`src/rtl/screen_sequencer.sv`:
```
// Game-flow sequencer (logo, house select, trace, fade) driven by vsync frame ticks,
// plus the per-state pixel layer arbiter feeding the palette ROM index.
module screen_sequencer #(
    parameter int unsigned LOGO_FRAMES  = 180,
    parameter int unsigned TRACE_FRAMES = 1800,
    parameter int unsigned FADE_FRAMES  = 60,
    parameter logic [15:0] TARGET_MASK  = 16'hFFFF
) (
    input  logic        vga_clk,
    input  logic        reset,
    input  logic        vs,
    input  logic [3:0]  house_btn,
    input  logic [15:0] ir_in,
    input  logic        in_trace,
    input  logic        crest_here,
    input  logic        cursor_here,
    input  logic        traced_here,
    input  logic        fade_here,
    input  logic [7:0]  logo_idx,
    input  logic [7:0]  crest_idx,
    input  logic [7:0]  cursor_idx,
    input  logic [7:0]  box_idx,
    input  logic [7:0]  fade_idx,
    input  logic [7:0]  bg_idx,
    output logic [7:0]  pixel_index,
    output logic [1:0]  state,
    output logic [1:0]  house,
    output logic        house_valid,
    output logic        success,
    output logic        frame_tick
);

    typedef enum logic [1:0] {StLogo, StSelect, StTrace, StFade} state_e;

    localparam logic [11:0] LogoLast  = 12'(LOGO_FRAMES - 1);
    localparam logic [11:0] TraceLast = 12'(TRACE_FRAMES - 1);
    localparam logic [11:0] FadeLast  = 12'(FADE_FRAMES - 1);

    state_e      state_q, state_d;
    logic [11:0] fcnt_q, fcnt_d;
    logic [1:0]  house_q, house_d;
    logic        house_valid_q, house_valid_d;
    logic        success_q, success_d;
    logic        vs_prev_q;
    logic        frame_tick_q;
    logic [7:0]  pixel_q, pixel_d;

    logic        btn_onehot;
    logic [1:0]  btn_enc;
    logic        trace_done;

    assign btn_onehot = (house_btn != 4'd0) && ((house_btn & (house_btn - 4'd1)) == 4'd0);
    assign trace_done = (ir_in & TARGET_MASK) == TARGET_MASK;

    always_comb begin
        btn_enc = 2'd0;
        case (house_btn)
            4'b0010: btn_enc = 2'd1;
            4'b0100: btn_enc = 2'd2;
            4'b1000: btn_enc = 2'd3;
            default: btn_enc = 2'd0;
        endcase
    end

    always_comb begin
        state_d       = state_q;
        house_d       = house_q;
        house_valid_d = house_valid_q;
        success_d     = success_q;
        unique case (state_q)
            StLogo: begin
                if (frame_tick_q && fcnt_q == LogoLast) state_d = StSelect;
            end
            StSelect: begin
                if (btn_onehot) begin
                    state_d       = StTrace;
                    house_d       = btn_enc;
                    house_valid_d = 1'b1;
                    success_d     = 1'b0;
                end
            end
            StTrace: begin
                // Completion takes priority over a coincident timeout.
                if (trace_done) begin
                    state_d   = StFade;
                    success_d = 1'b1;
                end else if (frame_tick_q && fcnt_q == TraceLast) begin
                    state_d   = StFade;
                    success_d = 1'b0;
                end
            end
            StFade: begin
                if (frame_tick_q && fcnt_q == FadeLast) begin
                    state_d       = StSelect;
                    house_valid_d = 1'b0;
                end
            end
            default: state_d = StLogo;
        endcase
        // A tick coinciding with a state change is dropped; the new state starts from zero.
        if (state_d != state_q) begin
            fcnt_d = 12'd0;
        end else if (frame_tick_q) begin
            fcnt_d = fcnt_q + 12'd1;
        end else begin
            fcnt_d = fcnt_q;
        end
    end

    always_comb begin
        pixel_d = bg_idx;
        unique case (state_q)
            StLogo: begin
                if (in_trace) pixel_d = logo_idx;
            end
            StSelect: begin
                if (crest_here) pixel_d = crest_idx;
            end
            StTrace: begin
                if (crest_here)                    pixel_d = crest_idx;
                else if (in_trace && cursor_here)  pixel_d = cursor_idx;
                else if (in_trace && traced_here)  pixel_d = box_idx;
                else if (in_trace)                 pixel_d = 8'd0;
            end
            StFade: begin
                if (crest_here)                 pixel_d = crest_idx;
                else if (fade_here && !in_trace) pixel_d = fade_idx;
            end
            default: pixel_d = bg_idx;
        endcase
    end

    always_ff @(posedge vga_clk) begin
        if (reset) begin
            state_q       <= StLogo;
            fcnt_q        <= 12'd0;
            house_q       <= 2'd0;
            house_valid_q <= 1'b0;
            success_q     <= 1'b0;
            vs_prev_q     <= 1'b1;
            frame_tick_q  <= 1'b0;
            pixel_q       <= 8'd0;
        end else begin
            state_q       <= state_d;
            fcnt_q        <= fcnt_d;
            house_q       <= house_d;
            house_valid_q <= house_valid_d;
            success_q     <= success_d;
            vs_prev_q     <= vs;
            frame_tick_q  <= vs_prev_q & ~vs;
            pixel_q       <= pixel_d;
        end
    end

    assign pixel_index = pixel_q;
    assign state       = state_q;
    assign house       = house_q;
    assign house_valid = house_valid_q;
    assign success     = success_q;
    assign frame_tick  = frame_tick_q;

endmodule

```
`config.mk`:
```
export PLATFORM = sky130hd
export DESIGN_NAME = screen_sequencer
export DESIGN_NICKNAME = d
export VERILOG_FILES = /design/src/rtl/screen_sequencer.sv
export SDC_FILE = /design/constraint.sdc
export NUM_CORES = 1
export LEC_CHECK = 0
export CAP_MARGIN = 40
export CORE_MARGIN = 8
export CORE_UTILIZATION = 36
export DETAILED_ROUTE_END_ITERATION = 7
export GPL_TIMING_DRIVEN = 0
export PLACE_DENSITY = 0.78
export SLEW_MARGIN = 30
export SYNTH_ARGS = -nofsm -noshare
export SYNTH_HDL_FRONTEND = slang
export SYNTH_SLANG_ARGS = --single-unit
```
`constraint.sdc`:
```
create_clock -name vga_clk -period 1.9 [get_ports vga_clk]
set_clock_uncertainty 0.2 [all_clocks]
set_input_delay 0.38 -clock vga_clk [delete_from_list [all_inputs] [get_ports vga_clk]]
set_output_delay 0.38 -clock vga_clk [all_outputs]
set_load 0.05 [all_outputs]
```
==> impl_metrics.json <==
{
  "numCtsBuffers": 3,
  "async_flop_share_pct": 0,
  "p_leak_nw": 1.15,
  "antenna_found_initial": 0,
  "synth_top_area_share_pct": 32.4,
  "fin_tns_setup_ps": -1480,
  "syn2layout_area_growth_pct": 69.4,
  "yosysMostFrequentCell": "nor2_1",
  "r2r_slack_ps": -130,
  "yosys.area.top_type": "dfxtp_1",
  "std_cell_rows": 25,
  "worstHoldPathType": "register to register",
  "route.detailed.drc": 0,
  "tritoncts": "done",
  "slowest_stage": "or4_4",
  "setup_slack_ps": -130,
  "rsz0062_at_grt": "true",
  "timing.rr.start": "fcnt_q[3]",
  "power.density_nw_per_um2": 473,
  "cts-root-buf": "clkbuf_8",
  "netlist_area_um2": 1730,
  "r2r_end": "fcnt_q[8]",
  "start_kind": "register",
  "num_vias": 2003,
  "synth_area_leaders": "dfxtp_1, mux2i_1, nor2_1, xnor2_1, xor2_1",
  "pwr-share-clk_pct": 30.6,
  "max_freq_mhz": 493,
  "ant_nets": 0,
  "grt_start_max_net_pins": 17,
  "swShare_pct": 25.3,
  "status": "complete, but fails checks",
  "grt_pass1_vias": 2086,
  "finalWirelength_mm": 5.95,
  "ys_warn_count": 0,
  "start_util_pct": 36.9,
  "n_antenna_cell": 0,
  "ys_ff_latch": 28,
  "cp.arrival_ps": 2010,
  "crit_chain": "or4_4, nor4_4, a211oi_2, a32oi_2, buf_4, buf_6, nor2_1",
  "p_sw_mw": 0.352,
  "syn_nets": 294,
  "avgSynthCellArea_um2": 7.98,
  "die_w_um": 85.4,
  "htreeDepth": 1,
  "grt_pass1_wl_mm": 9.60,
  "drt_iter0_drc": 83,
  "end_kind": "register",
  "slew_viol_final": 0,
  "die_h_um": 85.4,
  "ctsHoldBuffers": 0,
  "coreArea_um2": 4690,
  "clk_pin_slew_ps": 100,
  "clock_latency_ps": 280,
  "clockBufferDepth": 2,
  "dp_slack_ps": -772,
  "worstPathMaxFanout": 5,
  "criticalPathCategory": "register to register",
  "share_comb_of_total_power_pct": 25.8,
  "viasPerCell": 5.36,
  "synth_edf_count": 0,
  "cap_violations": 0,
  "grtUsageTotal_pct": 16.0,
  "finalHoldViolations": 0,
  "min_to": "frame_tick",
  "dieArea_um2": 7290,
  "post-route-period-util_pct": 107,
  "top_level_ports": 91,
  "wl_per_cell_um": 15.9,
  "pwr-share-seq_pct": 43.6,
  "dr.pass1.iters": 4,
  "critPathMaxStageDelay_ps": 520,
  "reg2reg_depth": 7,
  "slew_headroom_pct": 63.0,
  "portBuffers": 89,
  "overflow": 0,
  "gp_congestion": 0.894,
  "setup_viol": 13,
  "syn_inst": 217,
  "tightest_slew_ps": 554,
  "fin_crit_ps": 2030,
  "synthFlopType": "dfxtp_1",
  "violations": "setup timing",
  "final_nets": 398,
  "drive_gt1_share_pct": 17.2,
  "crit_required_ps": 1880,
  "dp_hpwl_mm": 4.72,
  "vdd_drop_max_uv": 276,
  "fill_cells": 411,
  "p_int_mw": 1.04,
  "min_from": "vs_prev_q",
  "ys_types": 42,
  "cts.sinks": 28,
  "ys_top_cells_by_count": "nor2_1, dfxtp_1, nand2_1",
  "ys_seq_area_share_pct": 32.4,
  "holdPathStages": 2
}
-- power by group through the flow --
stage | Combinational [mW] | Clock, mW | Sequential (mW)
6_report | 0.358 | 0.424 | 0.606
5_1_grt | 0.383 | 0.455 | 0.609
4_1_cts | 0.349 | 0.428 | 0.605
3_5_place_dp | 0.349 | 0 | 0.622
3_3_place_gp | 0.345 | 0 | 0.622
2_1_floorplan | 0.0942 | 0 | 0.667
-- final cells by class --
cell class              instances  area, um2  share of cell area, %
well taps                      54       67.6                   2.30
multi-input cells             173       1190                   40.4
repair buffers                100        945                   32.2
inverters                       3       11.3                  0.384
plain buffers                  12       78.8                   2.69
clock buffers                   4       66.3                   2.26
flip-flops and latches         28        579                   19.7
-- worst max path at each step --
stage | from | end | cells past startpoint
after floorplan | house_btn[3] | house[0] | 6
after global placement | house_btn[3] | house[0] | 7
after detailed placement | house_btn[3] | house[0] | 7
after CTS | house_btn[1] | house[0] | 7
after global routing | fcnt_q[3] | fcnt_q[7] | 7
final | fcnt_q[3] | fcnt_q[8] | 7
-- worst max-delay path: cells and delay by family (launching register included) --
family / cells / cell delay [ps]
flops: 1 / 360
simple gates: 3 / 820
buf+inv: 2 / 260
compound gates: 2 / 280
-- what timing repair did --
| item | CTS | global route |
|---|---|---|
| pin swaps | 7 | 9 |
| setup buffers | 6 | 4 |
| cloned | 1 | 0 |
| resized for setup | 40 | 27 |
| endpoints found under the setup margin | 39 | 21 |
-- per-stage QoR --
stage	area, um2	utilization, %	power, mW	cells	hold slack [ps]
3_5_place_dp	2730	58.1	0.971	360	195
4_1_cts	2870	61.1	1.38	370	209
2_1_floorplan	1770	-	0.761	217	185
3_3_place_gp	2730	58.1	0.968	360	192
5_1_grt	2930	62.5	1.45	374	226
6_report	2930	62.5	1.39	374	207
-- routing by layer --
layer	global-route usage [%]	vias up	routed length, um
met4	4.30	0	57
li1	-	1004	-
met5	0	-	0
met2	27.7	82	2860
met3	8.20	5	709
met1	16.5	912	2320
-- state kept, by name, indices dropped and copies added (netlist names) --
signal	count
house_valid	1
success	1
vs_prev_q	1
house	2
frame_tick	1
fcnt_q	12
state	2
pixel_index	8
-- placed cells by master (no fill, tap or decap), drive strengths merged, types with 2 or more instances in the layout --
cell type       n
inv             3
xor2            7
nor4bb          2
or4             2
nand3b          6
dfxtp          28
nor3b           5
a221o           4
a31oi           4
nand4           7
clkbuf         16
nand2b          2
a2bb2oi         3
a211oi          8
dlygate4sd2    15
o21ai           6
nor2           34
nand2          15
buf            15
and3            2
a32oi           2
nor3            7
clkdlybuf4s50  69
nand3           5
a21oi          10
mux2i          13
nor4            2
o22ai           6
or2             2
xnor2           7
-- logic make-up after synthesis --
| kind of cell | count (synthesis) | synth area share (%) |
|---|---|---|
| fa+ha+maj | 1 | 0.722 |
| buf+inv | 16 | 4.05 |
| mux | 13 | 7.51 |
| compound gates | 47 | 18.5 |
| xor+xnor | 14 | 7.08 |
| flops | 28 | 32.4 |
| simple gates | 98 | 29.8 |
(Power assumes the default switching activity.)
